File: src/rtl/scan_pkg.sv
// Shared types and elaboration helpers for the blocked/raster result-address sequencer.
package scan_pkg;

  typedef enum logic [1:0] {
    IDLE = 2'd0,
    RUN  = 2'd1,
    DONE = 2'd2
  } scan_state_e;

  typedef enum logic {
    BLOCKED = 1'b0,
    RASTER  = 1'b1
  } scan_mode_e;

  function automatic int ceil_div(input int a, input int b);
    return (a + b - 1) / b;
  endfunction

  // Counter width able to hold 0..max_val, never narrower than one bit.
  function automatic int cnt_width(input int max_val);
    return (max_val < 1) ? 1 : $clog2(max_val + 1);
  endfunction

endpackage

File: src/rtl/blocked_scan_addr_gen_wrap_counter.sv
// Wrapping up-counter whose terminal value is chosen at runtime (bounded by MAX).
module wrap_counter
  import scan_pkg::*;
#(
  parameter int MAX = 1,
  parameter int W   = cnt_width(MAX)
) (
  input  logic         clk,
  input  logic         rst,
  input  logic         inc,
  input  logic         clr,
  input  logic [W-1:0] term,
  output logic [W-1:0] count,
  output logic         wrap
);

  logic [W-1:0] count_q;
  logic [W-1:0] count_d;

  // MAX is a hard ceiling so a bad runtime term can never run the count past it.
  assign wrap  = (count_q == term) || (count_q == W'(MAX));
  assign count = count_q;

  always_comb begin
    count_d = count_q;
    if (clr) begin
      count_d = '0;
    end else if (inc) begin
      count_d = wrap ? '0 : count_q + W'(1);
    end
  end

  always_ff @(posedge clk or posedge rst) begin
    if (rst) count_q <= '0;
    else     count_q <= count_d;
  end

endmodule

File: src/rtl/blocked_scan_addr_gen.sv
// Emits every image index once, in blocked (partition/block/row/column) or raster order,
// over a valid/ready output; addr is the sum of registered bases, no multipliers.
module blocked_scan_addr_gen
  import scan_pkg::*;
#(
  parameter int ROW_SIZE   = 26,
  parameter int COL_SIZE   = 19,
  parameter int BLOCKING   = 4,
  parameter int NUM_PX     = 2,
  parameter int ADDR_WIDTH = $clog2(ROW_SIZE * COL_SIZE)
) (
  input  logic                  wb_clk_i,
  input  logic                  wb_rst_i,
  input  logic                  start,
  input  logic                  mode,
  input  logic                  abort,
  input  logic                  addr_ready,
  output logic                  addr_valid,
  output logic [ADDR_WIDTH-1:0] addr,
  output logic                  last,
  output logic                  busy,
  output logic                  done
);

  localparam int PX_WIDTH = ROW_SIZE / NUM_PX;
  localparam int NUM_XB   = ceil_div(PX_WIDTH, BLOCKING);
  localparam int LAST_XI  = PX_WIDTH - (NUM_XB - 1) * BLOCKING;
  // xi doubles as the column counter in raster mode, so it must reach ROW_SIZE-1.
  localparam int XI_MAX   = ((ROW_SIZE > BLOCKING) ? ROW_SIZE : BLOCKING) - 1;
  localparam int XI_W     = cnt_width(XI_MAX);
  localparam int Y_W      = cnt_width(COL_SIZE - 1);
  localparam int X_W      = cnt_width(NUM_XB - 1);
  localparam int P_W      = cnt_width(NUM_PX - 1);

  if (ROW_SIZE % NUM_PX != 0) begin : g_bad_params
    $error("blocked_scan_addr_gen: ROW_SIZE must be a multiple of NUM_PX");
  end

  // Handshake: a transfer happens on a rising edge where addr_valid & addr_ready;
  // while valid is high and ready low, addr/last hold and valid stays up
  // (only abort or reset can withdraw it).
  scan_state_e state_q, state_d;
  scan_mode_e  mode_q, mode_d;

  logic [ADDR_WIDTH-1:0] px_base_q, px_base_d;
  logic [ADDR_WIDTH-1:0] xb_base_q, xb_base_d;
  logic [ADDR_WIDTH-1:0] row_off_q, row_off_d;

  logic [XI_W-1:0] xi_cnt, xi_term;
  logic [Y_W-1:0]  y_cnt;
  logic [X_W-1:0]  x_cnt;
  logic [P_W-1:0]  px_cnt;
  logic            xi_wrap, y_wrap, x_wrap, px_wrap;

  logic hs, clr, step, last_int;
  logic y_inc, x_inc, px_inc;

  assign xi_term  = (mode_q == RASTER) ? XI_W'(ROW_SIZE - 1)
                  : (x_wrap ? XI_W'(LAST_XI - 1) : XI_W'(BLOCKING - 1));
  assign last_int = xi_wrap & y_wrap & ((mode_q == RASTER) | (x_wrap & px_wrap));
  assign hs       = (state_q == RUN) & addr_ready;

  assign y_inc  = step & xi_wrap;
  assign x_inc  = y_inc & y_wrap & (mode_q == BLOCKED);
  assign px_inc = x_inc & x_wrap;

  wrap_counter #(.MAX(XI_MAX), .W(XI_W)) u_xi (
    .clk(wb_clk_i), .rst(wb_rst_i), .inc(step), .clr(clr),
    .term(xi_term), .count(xi_cnt), .wrap(xi_wrap)
  );

  wrap_counter #(.MAX(COL_SIZE - 1), .W(Y_W)) u_y (
    .clk(wb_clk_i), .rst(wb_rst_i), .inc(y_inc), .clr(clr),
    .term(Y_W'(COL_SIZE - 1)), .count(y_cnt), .wrap(y_wrap)
  );

  wrap_counter #(.MAX(NUM_XB - 1), .W(X_W)) u_x (
    .clk(wb_clk_i), .rst(wb_rst_i), .inc(x_inc), .clr(clr),
    .term(X_W'(NUM_XB - 1)), .count(x_cnt), .wrap(x_wrap)
  );

  wrap_counter #(.MAX(NUM_PX - 1), .W(P_W)) u_px (
    .clk(wb_clk_i), .rst(wb_rst_i), .inc(px_inc), .clr(clr),
    .term(P_W'(NUM_PX - 1)), .count(px_cnt), .wrap(px_wrap)
  );

  always_comb begin
    state_d = state_q;
    mode_d  = mode_q;
    clr     = 1'b0;
    step    = 1'b0;
    if (abort) begin
      state_d = IDLE;
      clr     = 1'b1;
    end else begin
      case (state_q)
        IDLE, DONE: begin
          state_d = IDLE;
          if (start) begin
            state_d = RUN;
            mode_d  = scan_mode_e'(mode);
            clr     = 1'b1;
          end
        end
        RUN: begin
          if (hs) begin
            if (last_int) begin
              state_d = DONE;
              clr     = 1'b1;
            end else begin
              step = 1'b1;
            end
          end
        end
        default: state_d = IDLE;
      endcase
    end
  end

  // Bases advance in lock-step with the counter that owns them and fall back to 0 on wrap.
  always_comb begin
    px_base_d = px_base_q;
    xb_base_d = xb_base_q;
    row_off_d = row_off_q;
    if (clr) begin
      px_base_d = '0;
      xb_base_d = '0;
      row_off_d = '0;
    end else begin
      if (y_inc)  row_off_d = y_wrap ? '0 : row_off_q + ADDR_WIDTH'(ROW_SIZE);
      if (x_inc)  xb_base_d = x_wrap ? '0 : xb_base_q + ADDR_WIDTH'(BLOCKING);
      if (px_inc) px_base_d = px_base_q + ADDR_WIDTH'(PX_WIDTH);
    end
  end

  always_ff @(posedge wb_clk_i or posedge wb_rst_i) begin
    if (wb_rst_i) begin
      state_q   <= IDLE;
      mode_q    <= BLOCKED;
      px_base_q <= '0;
      xb_base_q <= '0;
      row_off_q <= '0;
    end else begin
      state_q   <= state_d;
      mode_q    <= mode_d;
      px_base_q <= px_base_d;
      xb_base_q <= xb_base_d;
      row_off_q <= row_off_d;
    end
  end

  // Every output is a function of flops only; counters are zero whenever not in RUN.
  assign addr_valid = (state_q == RUN);
  assign busy       = (state_q == RUN);
  assign done       = (state_q == DONE);
  assign last       = (state_q == RUN) & last_int;
  assign addr       = px_base_q + xb_base_q + row_off_q + ADDR_WIDTH'(xi_cnt);

endmodule

File: config.mk
export PLATFORM = sky130hd
export DESIGN_NAME = blocked_scan_addr_gen
export DESIGN_NICKNAME = d
export VERILOG_FILES = /design/src/rtl/scan_pkg.sv /design/src/rtl/blocked_scan_addr_gen_wrap_counter.sv /design/src/rtl/blocked_scan_addr_gen.sv
export SDC_FILE = /design/constraint.sdc
export NUM_CORES = 1
export LEC_CHECK = 0
export BUFFER_PORTS_ARGS = -buffer_cell sky130_fd_sc_hd__buf_2
export CORE_ASPECT_RATIO = 2
export CORE_MARGIN = 2
export CORE_UTILIZATION = 37
export DETAILED_ROUTE_END_ITERATION = 12
export GPL_TIMING_DRIVEN = 1
export MAX_ROUTING_LAYER = met4
export PLACE_DENSITY_LB_ADDON = 0.08
export SYNTH_ARGS = -nofsm -noshare
export SYNTH_HDL_FRONTEND = slang
export SYNTH_HIERARCHICAL = 1
export SYNTH_SLANG_ARGS = --single-unit
File: constraint.sdc
create_clock -name wb_clk_i -period 6.01 [get_ports wb_clk_i]
set_clock_uncertainty 0.05 [all_clocks]
set_input_delay 1.202 -clock wb_clk_i [delete_from_list [all_inputs] [get_ports wb_clk_i]]
set_output_delay 1.202 -clock wb_clk_i [all_outputs]
set_load 0.01 [all_outputs]
==> run metrics <==
Core ar. between 8000 and 9000 µm²; largest net degree at the start of global routing 28; global-route wire length before repair approximately 13000 µm; Most used DFF post-synth dfrtp_1; total CTS buffers 5; critical path class flop to output pin; CTS tree done; Crit. End Element output pin; fin. max-slew vios 0; yosys warns 6; clock slew seen by the registers of the worst setup and hold paths 0.06 ns; vias in the first global route roughly 2700; Hold Path Depth 1; Worst path slowest cell fa_1; Hold Path Class flop to flop; DP Wirelength 6358 µm; WP depth 10; Die Ht around 140 µm; RePlAce Congestion 0.7911; post-route cell area about 3600 µm²; leakage around 0.0017 µW; Rel. slew slack 45.77%; IO Count 19; CP delay by family, top adder cells; WP buf/inv 3; commonest non-fill, non-tap cell in the layout inv_1; Layout area overhead 13.26%; post-synthesis register bit count 40; clock sinks 40; flop2flop setup slack 2.25 ns; initial DRC count 79; slew at the pin closest to its max-slew limit approximately 0.81 ns; PD cells about 190 nW/µm²; grt ovf 0; DP Area between 3000 and 4000 µm²; Mapped Cells between 300 and 400; layout net count roughly 430; initial antenna violation count 0; WP data required between 4 and 5 ns; Die W between 60 and 70 µm; number of inserted diodes 0; Die Footprint roughly 9400 µm²; Vias about 2600; Initial Util roughly 37%; # Max-Cap Violations 0; share of the synthesized area in the top cell type 31.38%; Total GRT Usage a little under a fifth; maximum achievable frequency between 0.2 and 0.25 GHz; FF-to-FF path depth 11; IO buf count 18; register area share after synthesis roughly a third; outcome complete, no violations; ys async rst share 100.0%; Peak supply drop ~0.00015 V; Final period util 74.21%; Max clock buf depth 2; critical path fanouts, max 7; most frequent cells in the layout inv_1, dfrtp_1, nand2_1, nor2_1, xnor2_1; H-tree depth 2; FP Rows 48; cell breakdown of the critical path inv_1 -> fa_1 -> fa_1 -> inv_1 -> ha_1 -> a21oi_1 -> o211ai_1 -> o41ai_1 -> xnor2_1 -> buf_2; cts repair resizes 0; residual DRC count 0; WL/cell approximately 16 µm; Fillers 900; Arr. time, crit path about 3.2 ns; Mapped Avg Cell Area approximately 8.9 µm²; setup TNS 0 ns; drt pass-1 iters 4; Post-synth EDFFs 0; Clk Latency, worst-skew pair 0.29 ns; Hold Fails Final Rpt 0; fin util a little over two fifths; Unique masters post-synth between 60 and 70; Post-CTS Setup Inserts 0; Final Critical Period about 4.5 ns; CTS root buf clkbuf_16; # setup viols final 0; slowest stage delay, CP approximately 0.5 ns; Critical Path Start Type flop; area leader, netlist dfrtp_1; top cells by area, synth dfrtp_1, ha_1, fa_1; Post-DRT Antenna Nets 0; Mapped Area roughly 3200 µm²; fraction of layout cells with a size suffix above 1 about an eighth; DRT Wirelength roughly 8000 µm; Post-CTS Hold Buffers 0; RSZ-0062 raised after global routing no; Vias/cell between 5 and 6
## sequential cells by signal (all words and copies together) (netlist names)
name	flops
mode_q	1
px_base_q	9
row_off_q	8
state_q	2
u_px/count	1
u_x/count	2
u_xi/count	5
u_y/count	5
xb_base_q	7
## cell usage after synthesis, drive strengths merged, types with 3 or more instances
cell type	instances
nand4bb	3
nand4	5
fa	11
o21ai	17
nand2b	11
nand3	12
and2	6
o41ai	3
o2111ai	3
a31oi	5
inv	56
ha	20
nor2	24
o221ai	5
nand2	23
a21oi	21
buf	3
xor2	5
or4	3
nor3	5
nand3b	3
or3	7
xnor2	21
o211ai	5
dfrtp	40
## through the flow
stage | power (µW) | setup WS (ns) | std cells | hold WS [ns]
detailed placement | 350.7 | 1.838 | 483 | 0.4450
global route | 703.2 | 1.293 | 491 | 0.4851
global placement | 350.4 | 1.860 | 483 | 0.4482
floorplan | 329.1 | 2.120 | 367 | 0.4212
CTS | 685.6 | 1.515 | 491 | 0.4535
finish | 675.5 | 1.550 | 491 | 0.4479
## worst register-to-register path: stages, from the launching register on
cell and delay [ns]:
dfrtp_1 0.41, xor2_1 0.19, nor2_1 0.09, or2_1 0.30, nor2_1 0.14, xnor2_1 0.13, nand2_1 0.15, o21ai_0 0.64
nand2_1 0.33, o2111ai_2 0.60, nand2b_1 0.37, o221ai_1 0.27
## report_power, final
group	internal, µW	total, µW	switching (µW)
registers	272	280	7.40
logic	22.9	64.4	41.6
clock network	219	331	113
## logic make-up (layout without fill, tap and decap cells)
family                   count (synthesis)  after routing  share of synthesized area [%]
AND/OR/NAND/NOR                        119            119                          21.58
AO/OA/AOI/OAI                           77             77                          16.79
buffers and inverters                   60             84                          7.454
flip-flops                              40             40                          31.38
adder cells (fa/ha/maj)                 31             31                          14.75
XOR/XNOR                                26             26                          7.140
other                                    2             12                         0.2355
multiplexers                             2              2                         0.6669
## path summary, 6_finish.rpt
kind / from / endpoint
min: xb_base_q[8] / xb_base_q[8]
max reg2reg: u_x/count[1] / px_base_q[5]
max: px_base_q[2] / addr[8]
min reg2reg: xb_base_q[8] / xb_base_q[8]
max in group asynchronous: wb_rst_i / state_q[1]
min in group asynchronous: wb_rst_i / u_px/count
## final cells by class
cell class	instances	area, µm²	share of cell area, %
timing repair buffer	20	105.1	2.910
multi-input combinational	267	1988	55.04
inverter	56	210.2	5.819
clock inverter	1	30.03	0.8313
sequential	40	1001	27.71
clock buffer	7	152.6	4.226
tap	100	125.1	3.464
## routing by layer
metal  up-vias  share of wire (%)  global-route usage (%)
li1       1289                  -                       -
met1      1278                 36                   17.42
met2        27                 60                   36.86
met3        12                1.5                   2.753
met4         0                2.9                   8.120
met5         -                  0                       -
Note: power is estimated with default switching activity, not from simulation.
